<file path="config.mk">
export PLATFORM = sky130hd
export DESIGN_NAME = div_vl_flat
export DESIGN_NICKNAME = d
export VERILOG_FILES = /design/src/rtl/div_vl_pkg.sv /design/src/rtl/div_vl_if.sv /design/src/rtl/div_vl_lzc32.sv /design/src/rtl/div_vl.sv /design/src/flat_wrapper.sv
export SDC_FILE = /design/constraint.sdc
export NUM_CORES = 1
export LEC_CHECK = 0
export ABC_AREA = 0
export BUFFER_PORTS_ARGS = -buffer_cell sky130_fd_sc_hd__buf_2
export CAP_MARGIN = 40
export CORE_MARGIN = 2
export CORE_UTILIZATION = 62
export DETAILED_ROUTE_END_ITERATION = 10
export PLACE_DENSITY = 0.83
export SKIP_CTS_REPAIR_TIMING = 1
export SLEW_MARGIN = 0
export SYNTH_ARGS = -nofsm -noshare
export SYNTH_HDL_FRONTEND = slang
export SYNTH_SLANG_ARGS = --single-unit
</file>
<file path="constraint.sdc">
create_clock -name clock -period 6.3 [get_ports clock]
set_clock_uncertainty 0.1 [all_clocks]
set_input_delay 1.89 -clock clock [delete_from_list [all_inputs] [get_ports clock]]
set_output_delay 1.89 -clock clock [all_outputs]
set_load 0.1 [all_outputs]
</file>
<file path="src/rtl/div_vl_pkg.sv">
// Shared types and constants for the variable-latency signed divider.
package div_vl_pkg;

  localparam int W  = 32;
  localparam int CW = 6;

  typedef enum logic [2:0] {
    ST_IDLE,
    ST_LOAD,
    ST_ITER,
    ST_SIGN,
    ST_DONE
  } state_t;

  localparam logic [W-1:0] DZ_QUOT = 32'hFFFF_FFFF;

  // Two's-complement negate when neg is set; wraps to W bits.
  function automatic logic [W-1:0] cond_neg(input logic [W-1:0] x, input logic neg);
    return neg ? (~x + 32'd1) : x;
  endfunction

  // Unsigned magnitude of a signed word; -2^31 maps to 2^31 exactly.
  function automatic logic [W-1:0] mag(input logic [W-1:0] x);
    return cond_neg(x, x[W-1]);
  endfunction

endpackage

</file>
<file path="src/rtl/div_vl_if.sv">
// Request/result bundle between a divide requester and div_vl.
interface div_vl_if;
  import div_vl_pkg::*;

  logic [W-1:0] dvdnd;
  logic [W-1:0] dvsor;
  logic         start;
  logic [W-1:0] quot;
  logic [W-1:0] remd;
  logic         valid;
  logic         dv_zero;

  modport master (
    output dvdnd, dvsor, start,
    input  quot, remd, valid, dv_zero
  );

  modport slave (
    input  dvdnd, dvsor, start,
    output quot, remd, valid, dv_zero
  );

endinterface

</file>
<file path="src/rtl/div_vl_lzc32.sv">
// lzc32: combinational 32-bit leading-zero counter, returns 32 for a zero input.
module lzc32
  import div_vl_pkg::*;
(
  input  logic [W-1:0]  din,
  output logic [CW-1:0] lz
);

  // seen[i] is set when any bit at or above position i is set.
  logic [W-1:0] seen;

  genvar gi;
  generate
    for (gi = 0; gi < W; gi++) begin : g_seen
      assign seen[gi] = |din[W-1:gi];
    end
  endgenerate

  always_comb begin
    lz = 6'd32;
    for (int i = 0; i < W; i++) begin
      lz = lz - {5'd0, seen[i]};
    end
  end

endmodule

</file>
<file path="src/rtl/div_vl.sv">
// div_vl: variable-latency 32-bit signed restoring divider, truncating semantics.
// Define DIV_VL_EARLY_EXIT_EN to skip the leading zeros of the dividend magnitude.
module div_vl
  import div_vl_pkg::*;
(
  input  logic      clock,
  input  logic      reset,
  div_vl_if.slave   bus
);

  state_t        state_reg, state_next;
  logic [W-1:0]  a_mag_reg, a_mag_next;
  logic [W-1:0]  b_mag_reg, b_mag_next;
  logic          neg_a_reg, neg_a_next;
  logic          neg_b_reg, neg_b_next;
  logic          dz_reg, dz_next;
  logic [W-1:0]  dq_reg, dq_next;
  logic [W-1:0]  r_reg, r_next;
  logic [CW-1:0] cnt_reg, cnt_next;
  logic [W-1:0]  quot_reg, quot_next;
  logic [W-1:0]  remd_reg, remd_next;
  logic          valid_reg, valid_next;
  logic          dv_zero_reg, dv_zero_next;

  logic [CW-1:0] lz;
  logic [CW-1:0] n_bits;
  logic [W:0]    t;
  logic          ge;

`ifdef DIV_VL_EARLY_EXIT_EN
  lzc32 u_lzc (
    .din (a_mag_reg),
    .lz  (lz)
  );
`else
  assign lz = '0;
`endif

  assign n_bits = 6'd32 - lz;

  // The remainder stays below the divisor magnitude, so 32 bits of r suffice.
  assign t  = {r_reg, dq_reg[W-1]};
  assign ge = (t >= {1'b0, b_mag_reg});

  always_comb begin
    state_next   = state_reg;
    a_mag_next   = a_mag_reg;
    b_mag_next   = b_mag_reg;
    neg_a_next   = neg_a_reg;
    neg_b_next   = neg_b_reg;
    dz_next      = dz_reg;
    dq_next      = dq_reg;
    r_next       = r_reg;
    cnt_next     = cnt_reg;
    quot_next    = quot_reg;
    remd_next    = remd_reg;
    valid_next   = 1'b0;
    dv_zero_next = dv_zero_reg;

    if (state_reg != ST_IDLE && !bus.start) begin
      // Request withdrawn: abandon whatever is in flight.
      state_next   = ST_IDLE;
      quot_next    = '0;
      remd_next    = '0;
      dv_zero_next = 1'b0;
    end else begin
      case (state_reg)
        ST_IDLE: begin
          if (bus.start) begin
            a_mag_next = mag(bus.dvdnd);
            b_mag_next = mag(bus.dvsor);
            neg_a_next = bus.dvdnd[W-1];
            neg_b_next = bus.dvsor[W-1];
            state_next = ST_LOAD;
          end
        end
        ST_LOAD: begin
          dq_next  = a_mag_reg << lz;
          r_next   = '0;
          cnt_next = n_bits;
          dz_next  = (b_mag_reg == '0);
          if (b_mag_reg == '0 || n_bits == '0) begin
            state_next = ST_SIGN;
          end else begin
            state_next = ST_ITER;
          end
        end
        ST_ITER: begin
          dq_next  = {dq_reg[W-2:0], ge};
          r_next   = ge ? (t[W-1:0] - b_mag_reg) : t[W-1:0];
          cnt_next = cnt_reg - 6'd1;
          if (cnt_reg == 6'd1) begin
            state_next = ST_SIGN;
          end
        end
        ST_SIGN: begin
          if (dz_reg) begin
            quot_next    = DZ_QUOT;
            remd_next    = cond_neg(a_mag_reg, neg_a_reg);
            dv_zero_next = 1'b1;
          end else begin
            quot_next    = cond_neg(dq_reg, neg_a_reg ^ neg_b_reg);
            remd_next    = cond_neg(r_reg, neg_a_reg);
            dv_zero_next = 1'b0;
          end
          valid_next = 1'b1;
          state_next = ST_DONE;
        end
        ST_DONE: begin
          state_next = ST_DONE;
        end
        default: begin
          state_next = ST_IDLE;
        end
      endcase
    end
  end

  always_ff @(posedge clock) begin
    if (!reset) begin
      state_reg   <= ST_IDLE;
      a_mag_reg   <= '0;
      b_mag_reg   <= '0;
      neg_a_reg   <= 1'b0;
      neg_b_reg   <= 1'b0;
      dz_reg      <= 1'b0;
      dq_reg      <= '0;
      r_reg       <= '0;
      cnt_reg     <= '0;
      quot_reg    <= '0;
      remd_reg    <= '0;
      valid_reg   <= 1'b0;
      dv_zero_reg <= 1'b0;
    end else begin
      state_reg   <= state_next;
      a_mag_reg   <= a_mag_next;
      b_mag_reg   <= b_mag_next;
      neg_a_reg   <= neg_a_next;
      neg_b_reg   <= neg_b_next;
      dz_reg      <= dz_next;
      dq_reg      <= dq_next;
      r_reg       <= r_next;
      cnt_reg     <= cnt_next;
      quot_reg    <= quot_next;
      remd_reg    <= remd_next;
      valid_reg   <= valid_next;
      dv_zero_reg <= dv_zero_next;
    end
  end

  assign bus.quot    = quot_reg;
  assign bus.remd    = remd_reg;
  assign bus.valid   = valid_reg;
  assign bus.dv_zero = dv_zero_reg;

endmodule

</file>
<file path="src/flat_wrapper.sv">
// flat-port wrapper written by rule: the top's interface ports become plain ports
module div_vl_flat import div_vl_pkg::*;
  (clock, reset, bus_dvdnd, bus_dvsor, bus_start, bus_quot, bus_remd, bus_valid, bus_dv_zero);
  div_vl_if bus_i ();
  input  logic clock;
  input  logic reset;
  input wire logic [$bits(bus_i.dvdnd)-1:0] bus_dvdnd;
  input wire logic [$bits(bus_i.dvsor)-1:0] bus_dvsor;
  input wire logic [$bits(bus_i.start)-1:0] bus_start;
  output wire logic [$bits(bus_i.quot)-1:0] bus_quot;
  output wire logic [$bits(bus_i.remd)-1:0] bus_remd;
  output wire logic [$bits(bus_i.valid)-1:0] bus_valid;
  output wire logic [$bits(bus_i.dv_zero)-1:0] bus_dv_zero;
  assign bus_i.dvdnd = bus_dvdnd;
  assign bus_i.dvsor = bus_dvsor;
  assign bus_i.start = bus_start;
  assign bus_quot = bus_i.quot;
  assign bus_remd = bus_i.remd;
  assign bus_valid = bus_i.valid;
  assign bus_dv_zero = bus_i.dv_zero;
  div_vl u_core (.clock(clock), .reset(reset), .bus(bus_i));
endmodule
</file>
==> impl_table.tex, run 1 <==
\begin{tabular}{lr}
\hline
Metric & Value \\
\hline
\multicolumn{2}{l}{\textbf{Power}} \\
P per Cell Area & approximately 250 nW/µm² \\
Worst vdd ir & $\sim$0.17 mV \\
Static Leakage & between 6 and 7 nW \\
\multicolumn{2}{l}{\textbf{Yosys}} \\
Area fraction in and, or, nand and nor cells after synthesis & $\sim$22\% \\
Share of cell area taken by muxes after synthesis & 3.75\% \\
Average cell area after synthesis & approximately 8.0 µm² \\
Share of the synthesized netlist area taken by xor and xnor gates & under 10\% \\
Combinational family with the most area after synthesis & compound AO/OA/AOI/OAI gates \\
Compound-gate portion of the synthesized area & between 20\% and 30\% \\
Most instantiated cells after synthesis & 245 x sky130\_fd\_sc\_hd\_\_nand2\_1, 206 x sky130\_fd\_sc\_hd\_\_dfxtp\_1, 111 x sky130\_fd\_sc\_hd\_\_o21ai\_0 \\
Leading post-synthesis cells by cell area & sky130\_fd\_sc\_hd\_\_dfxtp\_1 30\%, sky130\_fd\_sc\_hd\_\_nand2\_1 6.8\%, sky130\_fd\_sc\_hd\_\_o211a\_1 5.5\%, sky130\_fd\_sc\_hd\_\_xor2\_1 5.2\%, sky130\_fd\_sc\_hd\_\_o21ai\_0 4.1\% \\
Most used flip-flop cell after synthesis & sky130\_fd\_sc\_hd\_\_dfxtp\_1 \\
Net Count, Synth & between 1500 and 2000 \\
Total of flip-flops plus latches after synthesis & 206 \\
Part of the Yosys area used for sequential elements & a little under a third \\
Number of flops mapped to enable cells by yosys & 0 \\
Gate Count Post-Synth & approximately 1700 \\
Netlist area before placement & 13600 µm² \\
Distinct cells, synth & just over 90 \\
Post-synthesis async set-or-reset flop share & 0\% \\
Most frequent cell after synthesis & sky130\_fd\_sc\_hd\_\_nand2\_1 \\
Area share of the leading cell type in the synthesized netlist & a little under a third \\
Yosys top cell by area & sky130\_fd\_sc\_hd\_\_dfxtp\_1 \\
Synthesis Warnings & 0 \\
Adder and majority gate portion of the synthesized area & between 3 and 4\% \\
\multicolumn{2}{l}{\textbf{Worst hold path}} \\
Path type of the worst min-delay path & flop to flop \\
\multicolumn{2}{l}{\textbf{Global routing}} \\
Gr ovfl total & 0 \\
Maximum number of pins on one net before global-route repair & between 100 and 150 \\
Number of global-route vias before repair & 11900 \\
Global-route wire length before repair & $\sim$63000 µm \\
Antenna violations before repair & 1 \\
Total track usage & 32.9\% \\
\multicolumn{2}{l}{\textbf{Detailed routing}} \\
DRC Markers & 0 \\
Total number of vias & around 13000 \\
Routed wire length per instance & between 15 and 20 µm \\
Aggregate routed wire length & 39900 µm \\
Detailed router's first-iteration violation count & between 1000 and 1500 \\
Detail-routed via count per cell & roughly 6.5 \\
DRT Pass-1 Iters & 6 \\
Post-route ant nets & 0 \\
\multicolumn{2}{l}{\textbf{Final layout}} \\
Ant diodes & 0 \\
Proportion of layout cells with a drive suffix above 1 & between 10\% and 20\% \\
Area overhead of the layout relative to synthesis & 11.4\% \\
Fin nets & roughly 1900 \\
Utilization after layout & 69.9\% \\
Filler cells & $\sim$1800 \\
Post-layout instance area & between 15000 and 20000 µm² \\
\multicolumn{2}{l}{\textbf{Placed design}} \\
Detailed Place HPWL & $\sim$30000 µm \\
Worst slack at placement & between 1.5 and 2 ns \\
Area of placed instances & roughly 14000 µm² \\
Gpl congestion & 1.01 \\
Number of I/O port buffers & between 100 and 150 \\
\multicolumn{2}{l}{\textbf{Clocking}} \\
Clock root buffer & sky130\_fd\_sc\_hd\_\_clkbuf\_16 \\
Total clock buffers created by CTS & 23 \\
Number of buffers on the longest clock path & 3 \\
CTS H-Tree Depth & 1 \\
TritonCTS clock tree & done \\
CTS clk-pin slew, worst paths & roughly 0.06 ns \\
Skew-Pair Late Insertion Delay & about 0.54 ns \\
Number of sinks on the clock net & 206 \\
\multicolumn{2}{l}{\textbf{Worst setup path}} \\
Delay of the slowest cell on the worst path & $\sim$0.52 ns \\
Number of buffer and inverter instances along the worst setup path & 1 \\
Cell breakdown of the critical path & buf\_2 -> nor4\_1 -> nand3\_1 -> o31ai\_4 -> a21boi\_0 -> o21ai\_0 -> xnor2\_1 -> o21ai\_0 -> and2\_1 \\
Crit path launch type & input pin \\
Library cell appearing most often on the critical path & sky130\_fd\_sc\_hd\_\_o21ai\_0 \\
CP required & between 6 and 7 ns \\
Cell with the biggest individual delay on the critical path & sky130\_fd\_sc\_hd\_\_nor4\_1 \\
Endpoint kind of the worst setup timing path & flop \\
Arrival time of data at the critical path endpoint & 4.28 ns \\
Top cell family by delay on the critical path & compound AO/OA/AOI/OAI gates \\
Largest fanout on the critical path & 6 \\
Critical path class & input pin to flop \\
\multicolumn{2}{l}{\textbf{Flow run}} \\
Max\_cap viols & 0 \\
\multicolumn{2}{l}{\textbf{Floorplan}} \\
Height of the chip & about 150 µm \\
Chip Width & $\sim$150 µm \\
Area of the core region & 21700 µm² \\
\# IOs & 133 \\
Effective utilization at floorplan & $\sim$63\% \\
Core Rows & 54 \\
Full die area & $\sim$23000 µm² \\
\multicolumn{2}{l}{\textbf{Timing}} \\
Setup tns final & 0 ns \\
Finish-stage setup viols & 0 \\
Pin slew with the least headroom to its limit & 0.810 ns \\
Setup repair after global routing missed its margin & false \\
Count of final max-slew check failures & 0 \\
Final Hold Vio Count & 0 \\
Period Utilization, post-route & between 60\% and 70\% \\
Shortest period the worst path allows & slightly below 4 ns \\
Maximum frequency from static timing analysis & approximately 0.25 GHz \\
Max-slew headroom & between 40 and 50\% \\
Final worst hold slack & 0.354 ns \\
Minimum setup slack in the final design & between 2 and 2.5 ns \\
\multicolumn{2}{l}{\textbf{Run status}} \\
Run status & finished clean \\
\hline
\end{tabular}
==> stage by stage <==
step                      std cells  total power, W
after detailed placement       2026         0.00237
after global routing           2067         0.00397
final                          2067         0.00382
after floorplan                1711         0.00213
after CTS                      2067         0.00381
after global placement         2020         0.00233
==> worst reg2reg max path: cells and delay by family, from the launching register on <==
kind / cells / cell delay (ns)
simple gates: 2 / 0.44
fa+ha+maj: 1 / 0.40
compound gates: 6 / 1.79
buf+inv: 1 / 0.23
flops: 1 / 0.54
==> layout by cell type, fill, tap and decap left out, types with 26 or more instances in the layout <==
master / instances
sky130_fd_sc_hd__a21oi_1: 110
sky130_fd_sc_hd__buf_2: 132
sky130_fd_sc_hd__dfxtp_1: 205
sky130_fd_sc_hd__ha_1: 39
sky130_fd_sc_hd__inv_1: 54
sky130_fd_sc_hd__mux2i_1: 33
sky130_fd_sc_hd__nand2_1: 245
sky130_fd_sc_hd__nand3_1: 90
sky130_fd_sc_hd__nor2_1: 86
sky130_fd_sc_hd__nor3_1: 39
sky130_fd_sc_hd__o211a_1: 75
sky130_fd_sc_hd__o21ai_0: 110
sky130_fd_sc_hd__o31ai_1: 26
sky130_fd_sc_hd__xnor2_1: 58
sky130_fd_sc_hd__xor2_1: 81
==> path summary, 6_finish.rpt <==
check                                                 startpoint                           endpoint  slack (ns)  cells after the start
worst max-delay path                                bus_dvsor[4]  u_core.b_mag_reg[30]$_SDFFE_PN0P_        2.35                      9
worst max register to register     u_core.r_reg[11]$_SDFFE_PN0P_      u_core.dq_reg[0]$_SDFFE_PN0P_        2.72                     10
worst min register to register  u_core.bus.remd[16]$_SDFFE_PP0P_   u_core.bus.remd[16]$_SDFFE_PP0P_        0.35                      2
worst min-delay path            u_core.bus.remd[16]$_SDFFE_PP0P_   u_core.bus.remd[16]$_SDFFE_PP0P_        0.35                      2
==> report_power, final <==
part | internal (W) | total, W | switching (W)
registers | 0.00138 | 0.00151 | 0.000132
logic | 0.000322 | 0.000855 | 0.000533
clock network | 0.000869 | 0.00146 | 0.000586
total | 0.00257 | 0.00382 | 0.00125
==> per-layer routing <==
layer | routed length, µm | up-vias | part of all wire [%] | GRT usage, %
li1 | - | 6397 | - | -
met1 | 17600 | 6258 | 44 | 47.7
met2 | 16400 | 689 | 41 | 47.9
met3 | 4550 | 92 | 11 | 8.16
met4 | 1300 | 4 | 3.3 | 10.5
met5 | 42 | - | 0.11 | 1.04
==> cells by family (layout without fill, tap and decap cells) <==
group                    after synthesis  count (layout)
multiplexers                          42              42
XOR/XNOR                             139             139
flip-flops                           206             206
AO/OA/AOI/OAI                        498             498
AND/OR/NAND/NOR                      617             617
adder cells (fa/ha/maj)               40              40
buffers and inverters                169             245
==> final cells by class <==
type / count / area, µm² / area share, %
clock buffers: 29 / 658 / 4.34
flip-flops and latches: 206 / 4130 / 27.2
clock inverters: 12 / 165 / 1.09
repair buffers: 149 / 840 / 5.54
inverters: 55 / 206 / 1.36
multi-input cells: 1336 / 8820 / 58.2
well taps: 280 / 350 / 2.31
No activity file was read; power rests on OpenSTA's default activity.
==> run 2, diff against run 1 <==
Settings changed: CORE_UTILIZATION 62 to 61, PLACE_DENSITY 0.83 to 0.82.
Clock period 6.3 ns to 3.8 ns, I/O delays scaled along.
==> run 2 against run 1 <==
Effect of this change:
- largest power group unchanged
- register-to-register slack worse by 2.3 ns
- critical path depth rose by 1
- wire length is 1.7% higher
==> impl_table.tex, run 2 (same netlist as run 1, synthesis figures left out) <==
\begin{tabular}{lr}
\hline
Metric & Value \\
\hline
\multicolumn{2}{l}{\textbf{Floorplan}} \\
\# IOs & 133 \\
Area of the core region & roughly 22000 µm² \\
Height of the chip & approximately 150 µm \\
Chip Width & $\sim$150 µm \\
Full die area & approximately 24000 µm² \\
Effective utilization at floorplan & approximately 62\% \\
Core Rows & 54 \\
\multicolumn{2}{l}{\textbf{Final layout}} \\
Area used by sequential logic in the layout & 4130 µm² \\
Fin nets & 1903 \\
Filler cells & around 1800 \\
Commonest non-fill, non-tap cells in the layout & 245 x sky130\_fd\_sc\_hd\_\_nand2\_1, 205 x sky130\_fd\_sc\_hd\_\_dfxtp\_1, 132 x sky130\_fd\_sc\_hd\_\_buf\_2 \\
Footprint of the multi-input gates & slightly below 9000 µm² \\
Area overhead of the layout relative to synthesis & 12.4\% \\
Proportion of layout cells with a drive suffix above 1 & 14.4\% \\
Commonest non-fill, non-tap cell in the layout & sky130\_fd\_sc\_hd\_\_nand2\_1 \\
Utilization after layout & between 60\% and 70\% \\
Ant diodes & 0 \\
\multicolumn{2}{l}{\textbf{Worst setup path}} \\
Delay of the slowest cell on the worst path & just under 0.6 ns \\
Crit path launch type & flop \\
Arrival time of data at the critical path endpoint & about 3.7 ns \\
Cell with the biggest individual delay on the critical path & sky130\_fd\_sc\_hd\_\_a211oi\_1 \\
Cell breakdown of the critical path & ha\_1 -> inv\_1 -> fa\_1 -> a211oi\_1 -> o21ba\_2 -> o221ai\_1 -> a211oi\_1 -> o21ai\_0 -> xnor2\_1 -> o21ai\_0 \\
Endpoint kind of the worst setup timing path & flop \\
Critical path class & flop to flop \\
Largest fanout on the critical path & 6 \\
CP required & between 4 and 5 ns \\
\multicolumn{2}{l}{\textbf{Clocking}} \\
CTS clk-pin slew, worst paths & $\sim$0.05 ns \\
TritonCTS clock tree & done \\
Number of sinks on the clock net & slightly above 200 \\
Number of buffers on the longest clock path & 3 \\
Total clock buffers created by CTS & 23 \\
Clock root buffer & sky130\_fd\_sc\_hd\_\_clkbuf\_16 \\
CTS H-Tree Depth & 1 \\
Skew-Pair Late Insertion Delay & 0.52 ns \\
\multicolumn{2}{l}{\textbf{Flow run}} \\
Max\_cap viols & 0 \\
\multicolumn{2}{l}{\textbf{Timing}} \\
Final Hold Vio Count & 0 \\
Shortest period the worst path allows & about 3.4 ns \\
Setup repair after global routing missed its margin & false \\
Pin slew with the least headroom to its limit & around 0.81 ns \\
Finish-stage setup viols & 0 \\
Period Utilization, post-route & approximately nine tenths \\
Final worst hold slack & around 0.35 ns \\
Max-slew headroom & between 40\% and 50\% \\
Setup tns final & 0 ns \\
Count of final max-slew check failures & 0 \\
Maximum frequency from static timing analysis & about 0.3 GHz \\
\multicolumn{2}{l}{\textbf{Global routing}} \\
Number of global-route vias before repair & around 12000 \\
Maximum number of pins on one net before global-route repair & 109 \\
Gr ovfl total & 0 \\
Global-route wire length before repair & 63700 µm \\
Antenna violations before repair & 0 \\
Total track usage & around a third \\
\multicolumn{2}{l}{\textbf{Worst hold path}} \\
Path type of the worst min-delay path & flop to flop \\
\multicolumn{2}{l}{\textbf{Placed design}} \\
Gpl congestion & a little over 1 \\
Number of I/O port buffers & between 100 and 150 \\
Detailed Place HPWL & around 30000 µm \\
\multicolumn{2}{l}{\textbf{Detailed routing}} \\
DRT Pass-1 Iters & 6 \\
Detailed router's first-iteration violation count & 1516 \\
Routed wire length per instance & between 15 and 20 µm \\
Aggregate routed wire length & 40500 µm \\
Post-route ant nets & 0 \\
Total number of vias & 13700 \\
Detail-routed via count per cell & 6.54 \\
DRC Markers & 0 \\
\multicolumn{2}{l}{\textbf{Power}} \\
Worst vdd ir & a little under 0.4 mV \\
Static Leakage & between 6 and 7 nW \\
P per Cell Area & a little over 400 nW/µm² \\
\multicolumn{2}{l}{\textbf{Run status}} \\
Run status & finished clean \\
\hline
\end{tabular}
[run 2: worst paths after layout]
path / startpoint / end / slack (ns) / cells past startpoint
setup / recovery: u_core.b_mag_reg[0]$_SDFFE_PN0P_ / u_core.r_reg[28]$_SDFFE_PN0P_ / 0.41 / 10
setup reg to reg: u_core.b_mag_reg[0]$_SDFFE_PN0P_ / u_core.r_reg[28]$_SDFFE_PN0P_ / 0.41 / 10
hold / removal: u_core.bus.remd[12]$_SDFFE_PP0P_ / u_core.bus.remd[12]$_SDFFE_PP0P_ / 0.35 / 2
hold reg to reg: u_core.bus.remd[12]$_SDFFE_PP0P_ / u_core.bus.remd[12]$_SDFFE_PP0P_ / 0.35 / 2
[run 2: report_power, final]
group | internal (W) | switching [W] | total [W]
Clock | 0.00143 | 0.000912 | 0.00234
Combinational | 0.000552 | 0.000913 | 0.00147
Sequential | 0.00229 | 0.000206 | 0.00249
[run 2: worst max-delay path: cells and delay by family (launching register included)]
family,cells,cell delay (ns)
DFF,1,0.43
adders and majority gates,2,0.64
AOI/OAI and AO/OA,6,1.92
xor gates and xnor gates,1,0.15
buffers and inverters,1,0.06
[run 2: final cells by class]
| cell class | count | share of cell area (%) |
|---|---|---|
| multi-input cells | 1336 | 57.5 |
| flip-flops and latches | 206 | 26.9 |
| repair buffers | 174 | 6.75 |
| clock buffers | 31 | 4.09 |
| well taps | 280 | 2.29 |
| inverters | 55 | 1.35 |
| clock inverters | 10 | 1.05 |
[run 2: stage by stage]
stage | setup WS (ns) | std cells | total power, W | cell area (µm²)
6_report | 0.410 | 2092 | 0.00630 | 15300
5_1_grt | 0.235 | 2092 | 0.00653 | 15300
3_5_place_dp | 0.178 | 2051 | 0.00395 | 14500
4_1_cts | 0.522 | 2092 | 0.00628 | 15300
3_3_place_gp | 0.252 | 2049 | 0.00390 | 14500
2_1_floorplan | 0.492 | 1711 | 0.00352 | 13600
[run 2: metal layers]
metal	vias to the layer above	GRT usage [%]	part of all wire, %
met1	6319	48.2	43
met5	-	0	0
met3	94	5.36	12
met4	0	11.1	3.0
li1	6445	-	-
met2	814	48.3	42
